`config.mk`:
```
export PLATFORM = sky130hd
export DESIGN_NAME = env_adsr
export DESIGN_NICKNAME = d
export VERILOG_FILES = /design/src/rtl/impulse_env_pkg.sv /design/src/rtl/env_level_step.sv /design/src/rtl/env_adsr.sv
export SDC_FILE = /design/constraint.sdc
export NUM_CORES = 1
export LEC_CHECK = 0
export CAP_MARGIN = 5
export CORE_ASPECT_RATIO = 0.75
export CORE_MARGIN = 3
export CORE_UTILIZATION = 37
export DETAILED_ROUTE_END_ITERATION = 6
export HOLD_SLACK_MARGIN = 0.02
export SKIP_LAST_GASP = 1
export SYNTH_ARGS = -nofsm -noshare
export SYNTH_HDL_FRONTEND = slang
export SYNTH_SLANG_ARGS = --single-unit
```
`constraint.sdc`:
```
create_clock -name clk -period 12.3 [get_ports clk]
set_input_delay 1.23 -clock clk [delete_from_list [all_inputs] [get_ports clk]]
set_output_delay 1.23 -clock clk [all_outputs]
set_load 0.01 [all_outputs]
```
`src/rtl/impulse_env_pkg.sv`:
```
// Shared types and constants for the Impulse ADSR envelope generator.
// The optional exponential decay/release curve is selected by ENV_EXP_RELEASE_EN.
package impulse_env_pkg;

   localparam int LEVEL_W = 24;
   localparam int FRAC_W  = 8;
   localparam logic [LEVEL_W-1:0] LEVEL_MAX = 24'h7FFF00;

   typedef enum logic [2:0] {
      IDLE    = 3'd0,
      ATTACK  = 3'd1,
      DECAY   = 3'd2,
      SUSTAIN = 3'd3,
      RELEASE = 3'd4
   } env_state_t;

endpackage

```
`src/rtl/env_level_step.sv`:
```
// Combinational level ramp: saturating add up to a ceiling, or subtract down to a floor.
// reached flags that the bound was hit and the result was clamped to it.
module env_level_step #(
   parameter int W = 24
) (
   input  logic [W-1:0] level,
   input  logic [W-1:0] step,
   input  logic [W-1:0] bound,
   input  logic         up,
   output logic [W-1:0] next_level,
   output logic         reached
);

   logic [W:0] sum;
   logic [W:0] lim;

   always_comb begin
      // One extra bit so neither the sum nor the floor comparison can wrap.
      sum        = {1'b0, level} + {1'b0, step};
      lim        = {1'b0, bound} + {1'b0, step};
      next_level = level;
      reached    = 1'b0;
      if (up) begin
         if (sum >= {1'b0, bound}) begin
            next_level = bound;
            reached    = 1'b1;
         end else begin
            next_level = sum[W-1:0];
         end
      end else begin
         if ({1'b0, level} <= lim) begin
            next_level = bound;
            reached    = 1'b1;
         end else begin
            next_level = level - step;
         end
      end
   end

endmodule

```
`src/rtl/env_adsr.sv`:
```
// Gate-driven ADSR envelope; updates once per tick and outputs a non-negative 17-bit volume.
// Define ENV_EXP_RELEASE_EN for exponential decay/release steps of (level >> rate[3:0]) + 1.
module env_adsr #(
   parameter int LEVEL_W = impulse_env_pkg::LEVEL_W,
   parameter int FRAC_W  = impulse_env_pkg::FRAC_W
) (
   input  logic               clk,
   input  logic               rst,
   input  logic               tick,
   input  logic               gate,
   input  logic [15:0]        attack_rate,
   input  logic [15:0]        decay_rate,
   input  logic [14:0]        sustain_level,
   input  logic [15:0]        release_rate,
   output logic signed [16:0] volume,
   output logic [2:0]         state,
   output logic               active
);

   import impulse_env_pkg::*;

   localparam logic [LEVEL_W-1:0] LVL_MAX = LEVEL_W'(32767) << FRAC_W;

   env_state_t         st, st_nxt;
   logic [LEVEL_W-1:0] level, level_nxt;
   logic               gate_q, armed;
   logic               rise;
   logic [LEVEL_W-1:0] target;
   logic [LEVEL_W-1:0] step_amt, step_bound, step_next;
   logic               step_up, step_hit;

   // armed stays low until gate is seen low after reset, so a gate held
   // through reset cannot start a note.
   always_ff @(posedge clk) begin
      if (rst) begin
         st     <= IDLE;
         level  <= '0;
         gate_q <= 1'b0;
         armed  <= 1'b0;
      end else if (tick) begin
         st     <= st_nxt;
         level  <= level_nxt;
         gate_q <= gate;
         if (!gate) armed <= 1'b1;
      end
   end

   assign target = LEVEL_W'(sustain_level) << FRAC_W;
   assign rise   = gate & ~gate_q & armed;

   env_level_step #(.W(LEVEL_W)) u_step (
      .level      (level),
      .step       (step_amt),
      .bound      (step_bound),
      .up         (step_up),
      .next_level (step_next),
      .reached    (step_hit)
   );

   always_comb begin
      step_up    = (st == ATTACK);
      step_bound = LVL_MAX;
      step_amt   = LEVEL_W'(attack_rate);
      if (st == DECAY) begin
         step_bound = target;
`ifdef ENV_EXP_RELEASE_EN
         step_amt   = (level >> decay_rate[3:0]) + LEVEL_W'(1);
`else
         step_amt   = LEVEL_W'(decay_rate);
`endif
      end else if (st == RELEASE) begin
         step_bound = '0;
`ifdef ENV_EXP_RELEASE_EN
         step_amt   = (level >> release_rate[3:0]) + LEVEL_W'(1);
`else
         step_amt   = LEVEL_W'(release_rate);
`endif
      end

      st_nxt    = st;
      level_nxt = level;
      if (rise) begin
         st_nxt = ATTACK;
      end else begin
         case (st)
            IDLE: ;
            ATTACK, DECAY: begin
               if (!gate) begin
                  st_nxt = RELEASE;
               end else begin
                  level_nxt = step_next;
                  if (step_hit) st_nxt = (st == ATTACK) ? DECAY : SUSTAIN;
               end
            end
            SUSTAIN: begin
               if (!gate) st_nxt = RELEASE;
               else       level_nxt = target;
            end
            RELEASE: begin
               level_nxt = step_next;
               if (step_hit) st_nxt = IDLE;
            end
            default: st_nxt = IDLE;
         endcase
      end
   end

   always_comb begin
      volume = {2'b00, level[FRAC_W+14:FRAC_W]};
      state  = st;
      active = (st != IDLE);
   end

endmodule

```
==> results.yml <==
status:
  status: "completed"
synthesis:
  ys_ff_latch: 29
  dominantRegCellSynth: "dfxtp_1"
  synthTopCellsByArea: "ha_1 17%, dfxtp_1 11%, xnor2_1 5.5%, a21oi_1 5.4%, nor2_1 5.2%"
  yosys.cell_types.count: 77
  synth_area_per_cell_sq_um: 7.322
  yosysSeqAreaShare_pct: 10.97
  ys_async_sr_fraction_pct: 0
  netlist_instances: 723
  synth_top_cell_by_area: "ha_1"
  yosys_warnings: 0
  synth_edf_count: 0
  yosysTopAreaCellShare_pct: 16.78
  syn-cell-area_sq_mm: 0.005294
worst_setup_path:
  cp_top_family: "compound AO/OA/AOI/OAI gates"
  path_class: "register to register"
  cp-end-kind: "register"
  path_buf_inv: 0
  path_max_fanout: 15
  slowest_stage: "a2111oi_4"
  crit_chain: "nor2_1 -> nand2_1 -> nand2_1 -> o21a_1 -> ha_1 -> nand2_1 -> o31ai_2 -> nor2_1 -> o21ai_0 -> a31oi_1 -> nor2b_1 -> xnor2_1 -> ha_1 -> a2111oi_0 -> a211oi_1 -> nor4_1 -> nand4_1 -> a2111oi_4 -> or2_2 -> o21ai_0 -> a31oi_1"
  crit_path_start_kind: "register"
  arrival_ps: 7520
  cp_slowest_stage_delay_ps: 950
  required_ps: 12520
  worst_path_most_repeated_cell: "nand2_1"
timing:
  finalSetupTns_ps: 0
  timing.slew.headroom_pct: 20.85
  finalMaxSlewViolations: 0
  period_needed_ps: 7300
  min_period_over_period_pct: 59.35
  setup_slack_ps: 5000
  finalHoldViolations: 0
  setup_viol: 0
  worstMarginPinSlew_ps: 1187
  clock.fmax_ghz: 0.1370
  rsz0062_at_grt: "no"
  clock_skew_ps: 9.801
grt:
  antenna_found_initial: 0
  grt_pass1_vias: 5399
  grt_start_max_net_pins: 35
  grt_overflow: 0
  grt_pass1_wl_um: 29880
  track_usage_pct: 24.29
floorplan:
  io_pins: 88
  coreArea_sq_mm: 0.01384
  die-area_sq_mm: 0.01579
  die_w_um: 144.1
  die_y_um: 109.6
  floorplan.initialDensity_pct: 38.24
  rows: 37
final_layout:
  n_antenna_cell: 0
  final_cell_mix: "85 x clkdlybuf4s50_1, 72 x nor2_1, 71 x ha_1"
  multi_input_area_sq_mm: 0.004223
  drive_above_1_share_pct: 4.427
  regArea_sq_um: 580.6
  stdcell_count: 943
  nNetsFinal: 908
  fillers: 1412
  syn2layout_area_growth_pct: 18.18
  final_common_cell: "clkdlybuf4s50_1"
power_and_ir_drop:
  vdd_drop_max_mv: 0.05403
  power_density_mw_per_mm2: 78.86
  total_power_w: 0.0004934
  power_leakage_nw: 2.695
clocking:
  root_buffer: "clkbuf_16"
  cts_made_buffers: 5
  clock_sinks: 29
  clock_latency_ps: 290
  post_cts_resize_count: 0
  clockBufferDepth: 2
  h-tree-depth: 2
  post_cts_buffers: 0
  cts_hold_buf: 0
  clk_pin_slew_ps: 60
  tritoncts: "built"
routing:
  wl_um: 19310
  first_iter_violations: 658
  drc: 0
  wire_per_inst_um: 20.48
  firstDrtPassIters: 7
  vias: 5775
  via_per_inst: 6.124
  ant_nets: 0
worst_hold_path:
  hp-class: "register to register"
placed_design:
  place.gp.congestion: 0.9792
  dp_slack_ps: 4968
  io_buffers: 85
  place_inst: 935
  post-dp-hpwl_um: 14790
flow_run:
  cap_viol_max_count: 0
## cells by family (layout without fill, tap and decap cells)
family | Yosys count | in the layout | synth area share (%)
compound gates | 234 | 234 | 30.77
xor+xnor | 49 | 49 | 8.107
fa+ha+maj | 74 | 74 | 17.92
buf+inv | 107 | 151 | 9.383
flops | 29 | 29 | 10.97
mux | 8 | 8 | 1.560
other cells | 1 | 2 | 0.07084
simple gates | 221 | 221 | 21.22
## metal layers
layer  global-route usage (%)  up-vias  share of wire, %
li1                         -     2722                 -
met1                    35.99     2734                48
met2                    36.55      293                41
met3                    5.043       26               9.7
met4                    4.234        0               1.2
met5                        0        -                 0
## per-stage QoR
| stage | util (%) | hold WS, ps | area [sq um] |
|---|---|---|---|
| after floorplan | - | 451.8 | 5298 |
| after global placement | 44.17 | 472.6 | 6113 |
| after detailed placement | 44.17 | 484.5 | 6113 |
| after CTS | 45.20 | 499.1 | 6256 |
| after global routing | 45.20 | 530.0 | 6256 |
| final | 45.20 | 489.5 | 6256 |
## tightest hold or removal path, delay by kind of cell (launching register included)
kind,cells,cell delay [ps]
AOI/OAI and AO/OA,1,50
DFF,1,340
and+or+nand+nor,1,70
## sequential cells by signal (all words and copies together), names as in the netlist
name	count
armed	1
gate_q	1
level	24
state	3
## cell type report
type | instances | area share (%)
clock buffer | 5 | 2.000
clock inverter | 3 | 0.2800
inverter | 52 | 3.120
multi-input combinational | 588 | 67.50
sequential | 29 | 9.280
tap | 175 | 3.500
timing repair buffer | 91 | 14.32
## Yosys cell counts (4+ instances only)
library cell,n
nor2_1,73
ha_1,71
a21oi_1,57
inv_1,50
nand2_1,33
xnor2_1,33
o21ai_0,31
dfxtp_1,29
clkbuf_1,24
nor3_1,20
buf_4,19
and3_1,16
o21a_1,16
xor2_1,16
a211oi_1,15
nand3_1,15
o22a_1,13
a21o_1,12
o21bai_1,11
nand2b_1,9
or3_1,9
a31oi_1,8
nor2b_1,8
o21ai_1,8
a32oi_1,7
buf_2,7
a221oi_1,6
mux2i_1,6
a2111oi_0,5
nand4_1,5
o211ai_1,5
o221ai_1,5
or4_1,5
nor3b_1,4
nor4_1,4
o22ai_1,4
## path summary, 6_finish.rpt
kind | start | endpoint | slack, ps | cells past startpoint
min | armed | armed | 490 | 2
min reg2reg | armed | armed | 490 | 2
max | state[1] | level[14] | 5000 | 21
max reg2reg | state[1] | level[14] | 5000 | 21
## power breakdown
group,internal [W],leakage (nW),switching (W),total (W)
sequential,0.0000974,0.235,0.00000689,0.000104
clock,0.0000743,0.0696,0.0000525,0.000127
combinational,0.000113,2.39,0.000150,0.000262
total,0.000284,2.69,0.000209,0.000493
(Power assumes the default switching activity.)
